### src/rtl/scv_pkg.sv
// Shared identifiers for the cartridge loader path: probe FSM states and the
// ROM size exponent width consumed by the cartridge identification logic.
package scv_pkg;

    localparam int unsigned CART_SIZE_LOG2_W = 5;

    typedef enum logic [1:0] {
        IDLE = 2'd0,
        LOAD = 2'd1,
        SIZE = 2'd2,
        DONE = 2'd3
    } cart_probe_state_t;

endpackage

### src/rtl/cart_probe.sv
// Watches the HPS ROM download stream and produces the cartridge size exponent
// (ceil(log2(bytes))) and a 32-bit byte-sum checksum for mapper selection.
module cart_probe
    import scv_pkg::*;
#(
    parameter int unsigned MAX_LOG2 = 24
) (
    input  logic                        CLK,
    input  logic                        RESB,
    input  logic                        DL_ACTIVE,
    input  logic                        DL_WR,
    input  logic [7:0]                  DL_DATA,
    output logic [CART_SIZE_LOG2_W-1:0] ROM_SIZE_LOG2,
    output logic [31:0]                 ROM_CKSUM,
    output logic                        ID_VALID,
    output logic                        BUSY
);

    localparam int unsigned CntW = MAX_LOG2 + 1;

    cart_probe_state_t             state_q, state_d;
    logic [CntW-1:0]               count_q, count_d;
    logic [31:0]                   sum_q, sum_d;
    logic [CART_SIZE_LOG2_W-1:0]   exp_q, exp_d;
    logic [CART_SIZE_LOG2_W-1:0]   size_q, size_d;
    logic [31:0]                   cksum_q, cksum_d;

    logic [CntW:0]   pow;
    logic            size_fits;
    logic [CntW-1:0] count_inc;
    logic [31:0]     wr_byte;

    // One extra bit so 1<<MAX_LOG2 never overflows against a saturated count.
    assign pow       = (CntW + 1)'(1) << exp_q;
    assign size_fits = (pow >= {1'b0, count_q}) ||
                       (exp_q == CART_SIZE_LOG2_W'(MAX_LOG2));
    assign count_inc = (count_q == {CntW{1'b1}}) ? count_q : count_q + CntW'(1);
    assign wr_byte   = {24'd0, DL_DATA};

    always_comb begin
        state_d = state_q;
        count_d = count_q;
        sum_d   = sum_q;
        exp_d   = exp_q;
        size_d  = size_q;
        cksum_d = cksum_q;
        unique case (state_q)
            LOAD: begin
                if (DL_WR) begin
                    count_d = count_inc;
                    sum_d   = sum_q + wr_byte;
                end
                if (!DL_ACTIVE) begin
                    state_d = SIZE;
                    exp_d   = '0;
                end
            end
            IDLE, SIZE, DONE: begin
                if (DL_ACTIVE) begin
                    // A new download abandons any pending search; the entry byte counts.
                    state_d = LOAD;
                    count_d = DL_WR ? CntW'(1) : '0;
                    sum_d   = DL_WR ? wr_byte : '0;
                end else if (state_q == SIZE) begin
                    if (size_fits) begin
                        state_d = DONE;
                        size_d  = exp_q;
                        cksum_d = sum_q;
                    end else begin
                        exp_d = exp_q + CART_SIZE_LOG2_W'(1);
                    end
                end
            end
            default: state_d = IDLE;
        endcase
    end

    always_ff @(posedge CLK or negedge RESB) begin
        if (!RESB) begin
            state_q <= IDLE;
            count_q <= '0;
            sum_q   <= '0;
            exp_q   <= '0;
            size_q  <= '0;
            cksum_q <= '0;
        end else begin
            state_q <= state_d;
            count_q <= count_d;
            sum_q   <= sum_d;
            exp_q   <= exp_d;
            size_q  <= size_d;
            cksum_q <= cksum_d;
        end
    end

    assign ROM_SIZE_LOG2 = size_q;
    assign ROM_CKSUM     = cksum_q;
    assign ID_VALID      = (state_q == DONE);
    assign BUSY          = (state_q == LOAD) || (state_q == SIZE);

endmodule

### config.mk
export PLATFORM = sky130hd
export DESIGN_NAME = cart_probe
export DESIGN_NICKNAME = d
export VERILOG_FILES = /design/src/rtl/scv_pkg.sv /design/src/rtl/cart_probe.sv
export SDC_FILE = /design/constraint.sdc
export NUM_CORES = 1
export LEC_CHECK = 0
export CORE_AREA = 2 2 119 121
export CTS_CLUSTER_DIAMETER = 200
export DETAILED_ROUTE_END_ITERATION = 8
export DIE_AREA = 0 0 121 123
export GPL_ROUTABILITY_DRIVEN = 0
export GPL_TIMING_DRIVEN = 0
export PLACE_DENSITY = 0.64
export SLEW_MARGIN = 20
export SYNTH_ARGS = -nofsm -noshare
export SYNTH_HDL_FRONTEND = slang
export SYNTH_SLANG_ARGS = --single-unit
### constraint.sdc
create_clock -name CLK -period 4.51 [get_ports CLK]
set_input_delay 1.353 -clock CLK [delete_from_list [all_inputs] [get_ports CLK]]
set_output_delay 1.353 -clock CLK [all_outputs]
set_load 0.02 [all_outputs]
======== Word-level counts from Yosys, hierarchy flattened ========
Cells that the tools add are included.
storage, ports and cells
  register bits ........................... 101
  latch bits .............................. 0
  bits in writable memories ............... 0
  bits in read-only memories .............. 0
  bits of input ports ..................... 12
  logic and storage cells ................. 54
  memories ................................ 0
cells by class
  add/subtract/negate cells ............... 3
  multipliers ............................. 0
  divide/modulo/power cells ............... 0
  $lt $le $gt $ge ......................... 1
  equal/unequal tests ..................... 14
  shifts and indexed selects .............. 1
  muxes and demuxes ....................... 19
  bitwise logic cells ..................... 1
  reductions and logical operators ........ 9
operators by type and width
  cell                   number
  $mux 25                3
  $mux 32                2
  $pmux 32 s2            1
  $pmux 25 s2            1
  $add 32x8->32          1
  $ge 26x25->1           1
  $shl 1x5->26 const A   1
  $add 25x1->25 const B  1
  $eq 25x25->1 const B   1
  $mux 5                 4
  $ne 2x2->1 const B     7
  $pmux 5 s2             1
  $mux 2                 4
  $mux 8                 1
  $reduce_and 4->1       2
  $ne 3x3->1 const B     2
  $reduce_and 3->1       2
  $add 5x1->5 const B    1
  $eq 5x5->1 const B     1
  $eq 2x2->1 const B     2
  $pmux 2 s2             1
  $reduce_or 3->1        1
  $eq 2x1->1 const B     1
  $logic_not 2->1        1
  other kinds (4)        5

======== Logic depth before layout (Yosys ltp) ========
Gate-level depths: netlist of run 1.
  depth after elaboration ................. 7
  gate-level depth with buffers ........... 14

======== Worst setup path before layout of run 1 ========
OpenSTA, ideal clock, no wires.
  path type ............................... in2reg
  start point ............................. in DL_DATA[0]
  end point ............................... reg sum_q[14]
  setup time .............................. 0.132 ns
  data arrival time ....................... 3.092 ns
  data required time ...................... 4.378 ns
  path slack .............................. 1.286 ns
  stages on the path ...................... 11
  path buffers ............................ 1
  cell sequence ........................... ha_1 inv_1 fa_1 nor2b_1 o2111ai_1 a31oi_1 nor2_1 clkbuf_1 nor3b_1 xnor2_1 nor2_1
between the ends
  longest elaborated chain between the ends .. 3
ends and longest elaborated chain
  item                    line              source
  start: declaration      cart_probe.sv:12  input logic [7:0] DL_DATA,
  $add 32x8->32           cart_probe.sv:51  sum_d = sum_q + wr_byte;
  $mux 32                 cart_probe.sv:49  if (DL_WR) begin
  $pmux 32 s2             cart_probe.sv:47  unique case (state_q)
  end signal: assignment  cart_probe.sv:89  sum_q <= sum_d;
  end: declaration        cart_probe.sv:23  logic [31:0] sum_q, sum_d;
Every way passes these cells. The select of a mux whose other input is x is not followed.
A chain may end at the register's enable or synchronous reset.

======== Final worst setup path of run 1 ========
Same ends and word-level chain as after synthesis.

==> results of run 1 <==
[worst register-to-register path: stages, from the launching register on]
cell and delay [ns]:
dfrtp_1 0.44, inv_1 0.15, ha_1 0.22, nand2_1 0.15, or2_2 0.33, ha_1 0.26
nand2b_1 0.13, a21oi_1 0.16, nor3_1 0.07, o41a_2 0.48, nor2_1 0.19, or3b_1 0.15
buf_6 0.18, buf_6 0.19, mux2_2 0.35
[final cells by class]
| cell class | instances | area, µm² |
|---|---|---|
| Buffer | 20 | 117.6 |
| Timing Repair Buffer | 51 | 529.3 |
| Clock buffer | 10 | 229.0 |
| Multi-Input combinational cell | 446 | 3218 |
| Fill cell | 1195 | 6523 |
| Sequential cell | 101 | 2527 |
| Tap cell | 180 | 225.2 |
| Inverter | 42 | 157.7 |
| Clock inverter | 5 | 85.08 |
[routing by layer]
metal	up-vias	part of all wire (%)	global-route usage, %
met1	2219	46	23.76
met5	-	0	0
met3	21	3.8	3.875
met4	0	2.1	8.503
met2	88	48	30.93
li1	2231	-	-
[cells in the mapped netlist, types with 3 or more instances]
cell	instances	area (µm²)
mux2_2	12	135.1
buf_6	5	56.30
nor4_1	3	18.77
nand2b_1	3	18.77
a21oi_1	13	65.06
a21o_1	4	30.03
nand3_1	18	90.09
or2_2	3	18.77
ha_1	45	563.0
dfrtp_1	101	2527
and2_1	6	37.54
a31oi_1	3	18.77
o2111ai_1	3	26.28
and3_1	10	62.56
nand2_1	39	146.4
nand4_1	12	75.07
nor3b_2	3	37.54
nor3_1	17	85.08
nor2_1	98	367.9
xnor2_1	44	385.4
a221oi_1	7	61.31
o221ai_1	3	26.28
nor2b_1	3	18.77
a211oi_1	5	37.54
xor2_1	5	43.79
and4_1	4	35.03
mux2_4	25	375.4
nor3b_1	3	22.52
or3_1	8	50.05
o21ai_0	19	95.09
inv_1	42	157.7
clkbuf_1	13	48.80
[state kept, by name, summed over array words and instances (netlist names)]
name,count
count_q,25
exp_q,5
ROM_SIZE_LOG2,5
state_q,2
ROM_CKSUM,32
sum_q,32
[power breakdown]
part	internal, mW	leakage, nW	switching, mW	total (mW)
clock	0.487	0.154	0.343	0.830
combinational	0.647	1.64	0.878	1.52
sequential	1.04	1.36	0.124	1.16
total	2.17	3.16	1.35	3.52
[cell families (layout without fill, tap and decap cells)]
kind of cell	Yosys count	in the layout
adder cells (fa/ha/maj)	46	46
flip-flops	101	101
multiplexers	37	37
XOR/XNOR	49	49
buffers and inverters	62	128
AO/OA/AOI/OAI	73	73
AND/OR/NAND/NOR	241	241
[how the worst max path moves through the flow]
| stage | start | endpoint | slack [ns] | depth (start not counted) |
|---|---|---|---|---|
| global placement | RESB | count_q[22] | -1.75 | 1 |
| detailed placement | DL_DATA[0] | sum_q[14] | 0.35 | 12 |
| CTS | DL_DATA[0] | sum_q[14] | 0.71 | 12 |
| global route | DL_DATA[0] | sum_q[20] | 0.51 | 12 |
| floorplan | DL_DATA[0] | sum_q[14] | 1.29 | 11 |
| finish | DL_DATA[0] | sum_q[14] | 0.69 | 12 |
[metrics by stage]
stage,setup TNS [ns],util (%)
2_1_floorplan,0,-
3_3_place_gp,-175.75,49.53
3_5_place_dp,0,49.77
4_1_cts,0,52.08
5_1_grt,0,52.08
6_report,0,52.08
==> results.md, run 1 <==
- Synth Instances: a little over 600
- Clk_skew: approximately 0.0086 ns
- Pwr Total: 3.518 mW
- Ys async rst share: 100.0%
- Post-synthesis mux area share: under 10%
- Hold buffers post-CTS: 0
- Hold EP: ROM_CKSUM[4]
- Main combinational cell family by area after synthesis: simple AND/OR/NAND/NOR gates
- Worst Setup Path Type: primary input to register
- Post-CTS Repair Setup Buffers: 0
- Share of cells above drive strength 1: 10.67%
- Die H: between 100 and 150 µm
- FMAX: 261.6 MHz
- Placeable Area: around 14000 µm²
- Ant. Diodes: 0
- Synthesis Warnings: 0
- GRT Util Overall: 18.75%
- Final hold violations: 0
- Crit-path cells: clkdlybuf4s50_1 > ha_1 > inv_1 > fa_1 > nor2b_1 > o2111ai_1 > a31oi_1 > nor2_1 > clkbuf_1 > nor3b_1 > xnor2_1 > nor2_1
- Layout area overhead: 17.85%
- Leakage power: 3.158 nW
- Global route overflow: 0
- Slew Viols, Final: 0
- Final Critical Period: 3.822 ns
- Number of global-route vias before repair: 4601
- Place WS: 0.3507 ns
- Slowest CP cell: clkdlybuf4s50_1
- CP Launch Type: primary input
- Hold slack: 0.5052 ns
- Most common cell after layout, fill and taps aside: dfrtp_1
- Hold Crit Start: ROM_CKSUM[4]
- Required @ worst endpoint: 4.74 ns
- Vias: between 4k and 5k
- R2R depth: 14
- Die area: 14880 µm²
- FF+latch count, synth: ~100
- Crit path buffers/inverters: 3
- Max transition margin: 47.65%
- Final period utilization: 84.75%
- Syn avg cell area: 9.878 µm²
- Worst-Skew Late Latency: 0.36 ns
- I/O pin count: 51
- CTS HTree Levels: 3
- Actual slew at the worst max-slew pin: 0.7781 ns
- Worst path top cell family by delay: buffers and inverters
- Synth Area in XOR/XNOR: 7.134%
- DRT antenna net count: 0
- Post-synth EDFFs: 0
- Placement-stage cell area: 6775 µm²
- Port buffer count: 50
- Worst Path Max Fanout: 10
- Adder-cell share of the synthesized area: 9.692%
- Drt wl/cell: 15.19 µm
- Fin area: between 7000 and 8000 µm²
- CP peak stage delay: around 0.5 ns
- Reg-to-Reg Start: exp_q[1]
- Row cnt: 43
- Commonest non-fill, non-tap cells in the layout: 101 x dfrtp_1, 98 x nor2_1, 49 x clkdlybuf4s50_1, 45 x ha_1, 44 x xnor2_1
- Synth Area in Simple Gates: 19.78%
- Max cap viols: 0
- Initial antenna violation count: 0
- Hold Path Stages: 1
- Element type at the critical path end: register
- Synthesized area: 6016 µm²
- Non-Filler Instances: 855
- Final Net Count: 729
- Clock Root Buffer: clkbuf_16
- Post-DP HPWL: 9804 µm
- RR Endpoint: ROM_CKSUM[29]
- Total CTS buffers: 9
- Post-CTS sizing: 0
- Worst Slack Setup Final: 0.6878 ns
- Clock Path Buffers: 2
- Hold WC Path Type: register to register
- Initial DRC count: around 260
- Setup violation total in the final timing report: 0
- Vias/cell: 5.332
- First-pass detailed-route iteration total: 5
- Initial Util: 44.20%
- Clock tree sinks: about 100
- Peak VDD IR: 0.2972 mV
- Seq/Total Area, Yosys: 42.01%
- Compound-Gate Fraction of Synth Area: 8.319%
- Synth unique cells: 57
- Status: completed
- Syn Nets: 667
- Die width: 121 µm
- CTS clock-pin slew for the worst setup and hold paths: 0.07 ns
- First-pass GRT wire length: 22030 µm
- # DRC: 0
- Power density cells: 496.3 nW/µm²
- RSZ-0062 raised after global routing: no
- CTS tree: done
- Largest net degree at the start of global routing: 60
- CP arrival: 4.05 ns
- Crit path top cell by count: nor2_1
- Placed insts: between 800 and 900
- Final wirelength: 12990 µm
- Primary FF master, synth: dfrtp_1
- R2r setup slk: 0.95 ns
(Power assumes the default switching activity.)
==> inputs of run 2 (changes only) <==
--- a/config.mk
+++ b/config.mk
@@ -11,7 +11,7 @@
 export DIE_AREA = 0 0 121 123
 export GPL_ROUTABILITY_DRIVEN = 0
 export GPL_TIMING_DRIVEN = 0
-export PLACE_DENSITY = 0.64
+export PLACE_DENSITY = 0.66
 export SLEW_MARGIN = 20
 export SYNTH_ARGS = -nofsm -noshare
 export SYNTH_HDL_FRONTEND = slang
==> constraint.sdc (replaced) <==
create_clock -name CLK -period 3.45 [get_ports CLK]
set_input_delay 1.035 -clock CLK [delete_from_list [all_inputs] [get_ports CLK]]
set_output_delay 1.035 -clock CLK [all_outputs]
set_load 0.02 [all_outputs]
==> run 2 against run 1 <==
Cell area grew 1.7%. Clock-buffer cell count decreased by 1. Via count about the same. Register-to-register slack lost 0.79 ns. Die area did not move. Critical path type is now register to register.
==> results.md, run 2 (synthesis results as in run 1) <==
- Port buffer count: 50 (unchanged)
- Max transition margin: 50.35% (+2.7 points)
- R2R depth: 14 (unchanged)
- Final hold violations: 0 (unchanged)
- CTS HTree Levels: 3 (unchanged)
- Reg-to-Reg Start: exp_q[0]
- Crit path from: exp_q[0]
- Clk_skew: 0.01095 ns (+0.002311 ns)
- Worst Setup Path Type: register to register
- Share of cells above drive strength 1: 15.32% (+4.6 points)
- Element type at the critical path end: register
- Slew Viols, Final: 0 (unchanged)
- Top layer in use: met4
- FMAX: 303.5 MHz
- Setup violation total in the final timing report: 0 (unchanged)
- # DRC: 0 (unchanged)
- I/O pin count: 51 (unchanged)
- Post-DP HPWL: 9844 µm (+0.41%)
- Hold EP: ROM_CKSUM[1]
- Leakage power: 3.176 nW (+0.56%)
- # fillers: 1221 (+2.2%)
- Ant. Diodes: 0 (unchanged)
- Drt wl/cell: 15.60 µm (+2.7%)
- Met2 WL: 6730 µm (+8.0%)
- Largest net degree at the start of global routing: 74 (+23%)
- GRT Util Overall: 19.16% (+0.42 points)
- RSZ-0062 raised after global routing: no
- Place WS: -0.4338 ns (-0.7844 ns)
- Worst-Skew Late Latency: 0.36 ns (about the same)
- RR Endpoint: ROM_CKSUM[23]
- Pwr Total: 4.645 mW (+32%)
- First-pass GRT wire length: 22560 µm (+2.4%)
- Status: completed
- Actual slew at the worst max-slew pin: 0.7403 ns (-0.03774 ns)
- Worst Slack Setup Final: 0.1553 ns (-0.5325 ns)
- Clock Path Buffers: 2 (unchanged)
- CTS tree: done
- R2r setup slk: 0.16 ns (-0.79 ns)
- Global route overflow: 0 (unchanged)
- Commonest non-fill, non-tap cells in the layout: 97 x dfrtp_1, 96 x nor2_1, 49 x clkdlybuf4s50_1, 44 x xnor2_1, 44 x ha_1
- Clock tree sinks: 101 (unchanged)
- Hold Crit Start: ROM_CKSUM[1]
- Vias: 4562 (+0.066%)
- Clock Root Buffer: clkbuf_16
- CP Launch Type: register
- CP arrival: 3.53 ns (-0.52 ns)
- DRT antenna net count: 0 (unchanged)
- Required @ worst endpoint: 3.69 ns (-1.05 ns)
- Most common cell after layout, fill and taps aside: dfrtp_1
- Metal3 WL: 416 µm (-15%)
- Max cap viols: 0 (unchanged)
- Number of global-route vias before repair: 4676 (+1.6%)
- Hold Path Stages: 1 (unchanged)
- Die width: 121 µm (unchanged)
- Peak VDD IR: 0.3768 mV (+27%)
- Initial antenna violation count: 0 (unchanged)
- DRT met1 WL: 5996 µm (+0.20%)
- CTS clock-pin slew for the worst setup and hold paths: 0.07 ns (about the same)
- Final Critical Period: between 3 and 4 ns
- Worst Path Max Fanout: 10 (unchanged)
- Row cnt: 43 (unchanged)
- Initial Util: 44.20% (unchanged)
- Hold WC Path Type: register to register
- Die area: 14880 µm² (unchanged)
- Final period utilization: 95.50%
- Final Net Count: 732 (+0.41%)
- Final wirelength: 13400 µm (+3.2%)
- First-pass detailed-route iteration total: 6 (+1)
- Total CTS buffers: 9 (unchanged)
- Vias/cell: 5.311 (-0.40%)
- Power density cells: 644.1 nW/µm² (+30%)
- Placeable Area: 13610 µm² (unchanged)
- Initial DRC count: 247 (-3.5%)
- Die H: 123 µm (unchanged)
- Layout area overhead: 19.86%
## run 2: cell count changes in the layout (fill, tap and decap cells not counted), moves of 4 or more
cell / delta
nor3_1: -6
nor3_2: +6
dfrtp_2: +4
clkbuf_1: -4
dfrtp_1: -4
buf_4: +6
## run 2: critical path, stage by stage, from the launching register on
cell,delay [ns]
dfrtp_2,0.44
ha_1,0.25
ha_1,0.21
inv_2,0.08
nor2_1,0.06
ha_1,0.36
and3_4,0.22
o2111ai_4,0.15
nor2_1,0.14
o41a_2,0.23
nor2_4,0.06
or3b_1,0.36
buf_6,0.16
buf_6,0.16
mux2_4,0.30
## run 2: worst max path at each step
stage	endpoint	slack (ns)	cells after the start
final	ROM_CKSUM[23]	0.16	14
after global routing	ROM_CKSUM[20]	0.001	14
after CTS	ROM_CKSUM[29]	0.004	13
after detailed placement	sum_q[20]	-0.43	12
after global placement	count_q[14]	-2.42	1
after floorplan	ROM_CKSUM[25]	0.25	13
## run 2: final cells by class
type | instances | area (µm²) | share of cell area (%)
plain buffers | 18 | 117.6 | 1.631
clock buffers | 9 | 225.2 | 3.123
clock inverters | 7 | 57.56 | 0.7982
inverters | 42 | 157.7 | 2.186
multi-input cells | 446 | 3328 | 46.16
flip-flops and latches | 101 | 2532 | 35.12
well taps | 180 | 225.2 | 3.123
repair buffers | 56 | 566.8 | 7.860
## run 2: where the power goes
part           switching (mW)  internal, mW
registers               0.156          1.36
logic                    1.23         0.917
clock network           0.481         0.501
total                    1.86          2.78
## run 2: metrics by stage
| stage | setup TNS [ns] | hold WS [ns] | instance area [µm²] | cells | util, % |
|---|---|---|---|---|---|
| after detailed placement | -7.595 | 0.4961 | 6775 | 840 | 49.77 |
| after global placement | -260.65 | 0.4892 | 6741 | 839 | 49.53 |
| after CTS | 0 | 0.5115 | 7088 | 857 | 52.07 |
| final | 0 | 0.5084 | 7211 | 859 | 52.97 |
| after floorplan | 0 | 0.4715 | 6016 | 609 | - |
| after global routing | 0 | 0.5229 | 7211 | 859 | 52.97 |
## run 2: timing repair
item / in CTS / in global routing
pin swaps: 0 / 4
endpoints found under the setup margin: 40 / 48
endpoints found under the hold margin: 0 / 0
setup buffers: 1 / 4
gates resized for setup: 8 / 25
hold buffers: 0 / 0
## run 2: layer usage
| metal | vias up | GRT usage [%] |
|---|---|---|
| met4 | 0 | 7.049 |
| met2 | 77 | 33.57 |
| met1 | 2237 | 23.65 |
| met5 | - | 0 |
| li1 | 2228 | - |
| met3 | 20 | 3.459 |
